File: src/rtl/encode_scheduler.sv
// Round-robin scheduler that shares one packet encoder among four request nodes.
// Optional HOLD timeout with drop pulse is enabled by defining ENC_TIMEOUT_EN.
module encode_scheduler #(
  parameter int NODES = 4
) (
  input  logic               clk,
  input  logic               rst,
  input  logic [NODES-1:0]   req,
  input  logic [NODES*29-1:0] node_pkt,
  output logic [NODES-1:0]   grant,
  output logic [28:0]        enc_in,
  input  logic [54:0]        enc_pkt,
  output logic [54:0]        pkt_out,
  output logic               pkt_valid,
  input  logic               out_ready,
  output logic [1:0]         token,
  output logic               drop_err
);

  localparam int PKT_W = 29;

  typedef enum logic [1:0] {IDLE, ENCODE, HOLD} state_t;

  state_t             state_q, state_d;
  logic [1:0]         win, idx, win_q, win_d, token_d;
  logic               hit;
  logic [NODES-1:0]   grant_d;
  logic [PKT_W-1:0]   enc_in_d;
  logic [54:0]        pkt_out_d;
  logic               pkt_valid_d;

`ifdef ENC_TIMEOUT_EN
  localparam logic [3:0] TIMEOUT = 4'd15;
  logic [3:0] cnt_q, cnt_d;
  logic       drop_q, drop_d;
  assign drop_err = drop_q;
`else
  assign drop_err = 1'b0;
`endif

  // Search starts at the token and wraps, so the node just served is checked last.
  always_comb begin : arbiter
    win = token;
    hit = 1'b0;
    idx = '0;
    for (int i = 0; i < NODES; i++) begin
      idx = token + 2'(i);
      if (!hit && req[idx]) begin
        win = idx;
        hit = 1'b1;
      end
    end
  end

  always_comb begin : next_state
    // NOTE: every signal gets its hold value first so no path leaves it unassigned (no latches).
    state_d     = state_q;
    grant_d     = grant;
    enc_in_d    = enc_in;
    win_d       = win_q;
    pkt_out_d   = pkt_out;
    pkt_valid_d = pkt_valid;
    token_d     = token;
`ifdef ENC_TIMEOUT_EN
    cnt_d  = cnt_q;
    drop_d = 1'b0;
`endif
    case (state_q)
      IDLE: begin
        if (hit) begin
          grant_d      = '0;
          grant_d[win] = 1'b1;
          enc_in_d     = node_pkt[32'(win)*PKT_W +: PKT_W];
          win_d        = win;
          state_d      = ENCODE;
        end
      end
      ENCODE: begin
        pkt_out_d   = enc_pkt;
        pkt_valid_d = 1'b1;
        grant_d     = '0;
        state_d     = HOLD;
`ifdef ENC_TIMEOUT_EN
        cnt_d = '0;
`endif
      end
      HOLD: begin
        if (out_ready) begin
          pkt_valid_d = 1'b0;
          token_d     = win_q + 2'd1;
          state_d     = IDLE;
        end
`ifdef ENC_TIMEOUT_EN
        else if (cnt_q == TIMEOUT - 4'd1) begin
          // This stalled cycle is the 15th: give up on the packet and move the token on.
          pkt_valid_d = 1'b0;
          drop_d      = 1'b1;
          token_d     = win_q + 2'd1;
          cnt_d       = '0;
          state_d     = IDLE;
        end else begin
          cnt_d = cnt_q + 4'd1;
        end
`endif
      end
      default: state_d = IDLE;
    endcase
  end

  // NOTE: sequential state uses non-blocking assignments so every register samples pre-edge values.
  always_ff @(posedge clk or posedge rst) begin
    if (rst) begin
      state_q   <= IDLE;
      grant     <= '0;
      enc_in    <= '0;
      win_q     <= '0;
      pkt_out   <= '0;
      pkt_valid <= 1'b0;
      token     <= '0;
`ifdef ENC_TIMEOUT_EN
      cnt_q  <= '0;
      drop_q <= 1'b0;
`endif
    end else begin
      state_q   <= state_d;
      grant     <= grant_d;
      enc_in    <= enc_in_d;
      win_q     <= win_d;
      pkt_out   <= pkt_out_d;
      pkt_valid <= pkt_valid_d;
      token     <= token_d;
`ifdef ENC_TIMEOUT_EN
      cnt_q  <= cnt_d;
      drop_q <= drop_d;
`endif
    end
  end

endmodule

File: config.mk
export PLATFORM = sky130hd
export DESIGN_NAME = encode_scheduler
export DESIGN_NICKNAME = d
export VERILOG_FILES = /design/src/rtl/encode_scheduler.sv
export SDC_FILE = /design/constraint.sdc
export NUM_CORES = 1
export LEC_CHECK = 0
export ABC_CLOCK_PERIOD_IN_PS = 8800
export BUFFER_PORTS_ARGS = -buffer_cell sky130_fd_sc_hd__buf_2
export CAP_MARGIN = 0
export CORE_AREA = 3 3 115 117
export CTS_CLUSTER_SIZE = 8
export DETAILED_ROUTE_END_ITERATION = 8
export DIE_AREA = 0 0 118 120
export PLACE_DENSITY_LB_ADDON = 0.05
export SYNTH_ARGS = -nofsm -noshare
export SYNTH_HDL_FRONTEND = slang
export SYNTH_SLANG_ARGS = --single-unit
File: constraint.sdc
create_clock -name clk -period 8.8 [get_ports clk]
set_input_delay 1.76 -clock clk [delete_from_list [all_inputs] [get_ports clk]]
set_output_delay 1.76 -clock clk [all_outputs]
set_load 0.01 [all_outputs]
==> impl_metrics.py <==
metrics = {
    "status": {
        "status": "finished clean",
    },
    "clocking": {
        "htree_levels": 3,
        "tritoncts": "done",
        "clock_path_buffers": 2,
        "worst_skew_pair.late_latency_ps": 330,
        "number_of_hold_buffers_added_after_cts": 0,
        "tritoncts.num_buffers": 9,
        "cts.repair_timing.setup_buffer_count": 0,
        "cts_resized": 0,
        "ctsRootBufferMaster": "sky130_fd_sc_hd__clkbuf_16",
        "clkSlewWorstSetupHoldPaths_ps": 60,
        "clkSinkCount": 95,
    },
    "sta": {
        "fmax_mhz": 273,
        "max_slew_violation_total_from_the_final_report": 0,
        "max_slew.worst_pin.slew_ps": 1200,
        "clock_skew_ps": 4.74,
        "period_needed_ps": 3660,
        "final.setup.tns_ps": 0,
        "fin_ws_ps": 5140,
        "rsz0062_at_grt": "false",
        "timing.final.setup_violations": 0,
        "fin_crit_sh_pct": 41.6,
        "hold_violations_final": 0,
        "slew-limit-headroom_pct": 19.5,
    },
    "setup_path": {
        "crit-reg2reg-capture": "enc_in[14]",
        "end_kind": "register",
        "crit_path_max_fo": 43,
        "critical_path.startpoint_type": "primary input",
        "r2r-start": "token[0]",
        "timing.critical_path.required_ps": 9010,
        "setup.worst_path.class": "in2reg",
        "regToRegSetupSlack_ps": 6350,
        "r2r_cells": 5,
        "data_arrival_time_of_the_worst_path_ps": 3880,
    },
    "routing": {
        "drt-vias-per-instance": 5.21,
        "detailroute.via_count": 5029,
        "detailedRoute.firstIterationViolations": 454,
        "routedWlPerCell_um": 16.5,
        "drt-total-wl_mm": 15.9,
        "dr.pass1.iters": 5,
        "postRouteAntennaNets": 0,
        "route.detailed.drc": 0,
    },
    "floorplanning": {
        "placementRows": 41,
        "chipHeight_um": 120,
        "fp.coreArea_sq_mm": 0.0125,
        "initial_utilization_pct": 39.0,
        "floorplan.die_area_sq_mm": 0.0142,
        "floorplan.io_pins": 270,
        "die_width_um": 118,
    },
    "worst_hold_path": {
        "holdCritPathClass": "reg2reg",
        "hold_path_startpoint": "pkt_out[17]",
        "whs_endpoint": "pkt_out[17]",
        "min_delay_path_depth": 2,
    },
    "synth": {
        "synthCells": 558,
        "count_of_flip_flops_with_a_built_in_enable_after_synthesis": 0,
        "syn_nets": 736,
        "post_synth_instance_area_sq_mm": 0.00486,
        "synth_area_leader_cell": "sky130_fd_sc_hd__dfrtp_1",
        "post-synth-top-area-fraction_pct": 48.9,
        "yosys-top-cells-count": "sky130_fd_sc_hd__nand2_1, sky130_fd_sc_hd__dfrtp_1, sky130_fd_sc_hd__a21oi_1",
        "synth-main-ff-cell": "sky130_fd_sc_hd__dfrtp_1",
        "most_repeated_cell_in_the_gate_level_netlist_after_synthesis": "sky130_fd_sc_hd__nand2_1",
        "flip_flop_and_latch_count_after_synthesis": 95,
        "synth.distinct_cells": 42,
        "netlist_top_cells_area": "sky130_fd_sc_hd__dfrtp_1, sky130_fd_sc_hd__nand2_1, sky130_fd_sc_hd__a221o_1, sky130_fd_sc_hd__o22a_1, sky130_fd_sc_hd__a21oi_1",
        "synth_area_per_cell_sq_um": 8.72,
        "ffs_w_async_s_r_synth_pct": 100,
        "seq_area_frac_synth_pct": 48.9,
        "ys_warn_count": 0,
    },
    "grt": {
        "via_count_of_the_first_global_routing_pass": 5001,
        "grt_start_max_net_pins": 73,
        "grt_pass1_wl_mm": 25.3,
        "grt.overflow.total": 0,
        "grt_util_all_layers_pct": 21.9,
        "grt_antenna_before_repair": 0,
    },
    "final_layout": {
        "drive_gt1_share_pct": 37.7,
        "num_antenna_cells": 0,
        "layout-area-overhead-vs-synth_pct": 33.8,
        "design.final.nets": 967,
        "layoutNonFillerInstCount": 965,
        "final_cell_area_excluding_filler_cells_sq_mm": 0.00651,
    },
    "power": {
        "totalPowerFinal_uw": 2280,
        "leakagePower_uw": 0.00337,
        "vdd.ir_drop.worst_v": 0.000134,
        "power_per_cell_area_mw_per_mm2": 350,
    },
    "placement": {
        "area_post_placement_sq_mm": 0.00624,
        "place.detailed.hpwl_mm": 11.3,
        "preCtsSetupSlack_ps": 4740,
        "gp_congestion": 0.866,
        "post-place-cells": 950,
        "port-buffer-count": 268,
    },
    "flow_run": {
        "drv.max_cap_violation_count": 0,
    },
}
-- cells in the final DEF, fill, tap and decap left out, drive strengths merged, types with 2 or more instances in the layout --
cell type | Yosys | routed
a21oi | 29 | 29
a221o | 19 | 19
a2bb2oi | 2 | 2
a41oi | 10 | 10
and4 | 10 | 10
buf | 26 | 274
clkbuf | 28 | 11
dfrtp | 95 | 95
inv | 4 | 6
nand2 | 187 | 187
nand2b | 3 | 3
nand3 | 4 | 4
nand4 | 19 | 19
nor2 | 16 | 16
nor2b | 8 | 8
nor3 | 3 | 3
o21ai | 28 | 28
o21bai | 2 | 2
o22a | 19 | 19
o2bb2ai | 2 | 2
o31a | 10 | 10
o31ai | 19 | 19
-- worst max-delay path, cell delays in order --
cell and delay (ps):
sky130_fd_sc_hd__buf_2 180, sky130_fd_sc_hd__nor2_1 160, sky130_fd_sc_hd__a211o_1 800, sky130_fd_sc_hd__inv_2 590, sky130_fd_sc_hd__o22a_1 370
-- power breakdown --
group          leakage [uW]  switching (uW)  internal (uW)
Combinational       0.00210             672            446
Clock              0.000132             166            200
Sequential          0.00114             136            658
-- final cells by class --
class,count,area (sq um)
timing repair buffer,274,1390
sequential,95,2380
inverter,4,17.5
clock inverter,4,30.0
tap,172,215
clock buffer,11,243
fill,1241,5950
multi-input combinational,405,2240
-- worst max-delay path by stage --
stage,start,endpoint,slack (ps),cells after the start
floorplan,rst,enc_in[0],4560,1
global placement,req[1],enc_in[28],4860,5
detailed placement,req[1],enc_in[27],4740,5
CTS,req[1],enc_in[27],5120,5
global route,req[1],enc_in[16],4960,6
finish,req[1],enc_in[27],5140,5
-- registers in the layout (all words and copies together) (netlist names) --
signal     flops
pkt_out       55
enc_in        29
grant          4
state_q        2
token          2
win_q          2
pkt_valid      1
-- logic make-up after synthesis --
family | share of synthesized area (%)
flip-flops | 48.9
AO/OA/AOI/OAI | 22.5
AND/OR/NAND/NOR | 22.7
buffers and inverters | 5.76
other | 0.0771
XOR/XNOR | 0.180
-- metal layers --
layer	GRT usage (%)	vias up	wire length (um)
met2	36.3	216	7610
met4	6.23	0	90
li1	-	2430	-
met5	0	-	0
met1	28.3	2374	6810
met3	6.03	9	1430
-- stage by stage --
stage               utilization [%]  hold WS, ps
floorplan                         -          467
global placement               50.0          451
detailed placement             50.0          456
CTS                            52.2          473
global route                   52.2          485
finish                         52.2          469
No activity file was read; power rests on OpenSTA's default activity.
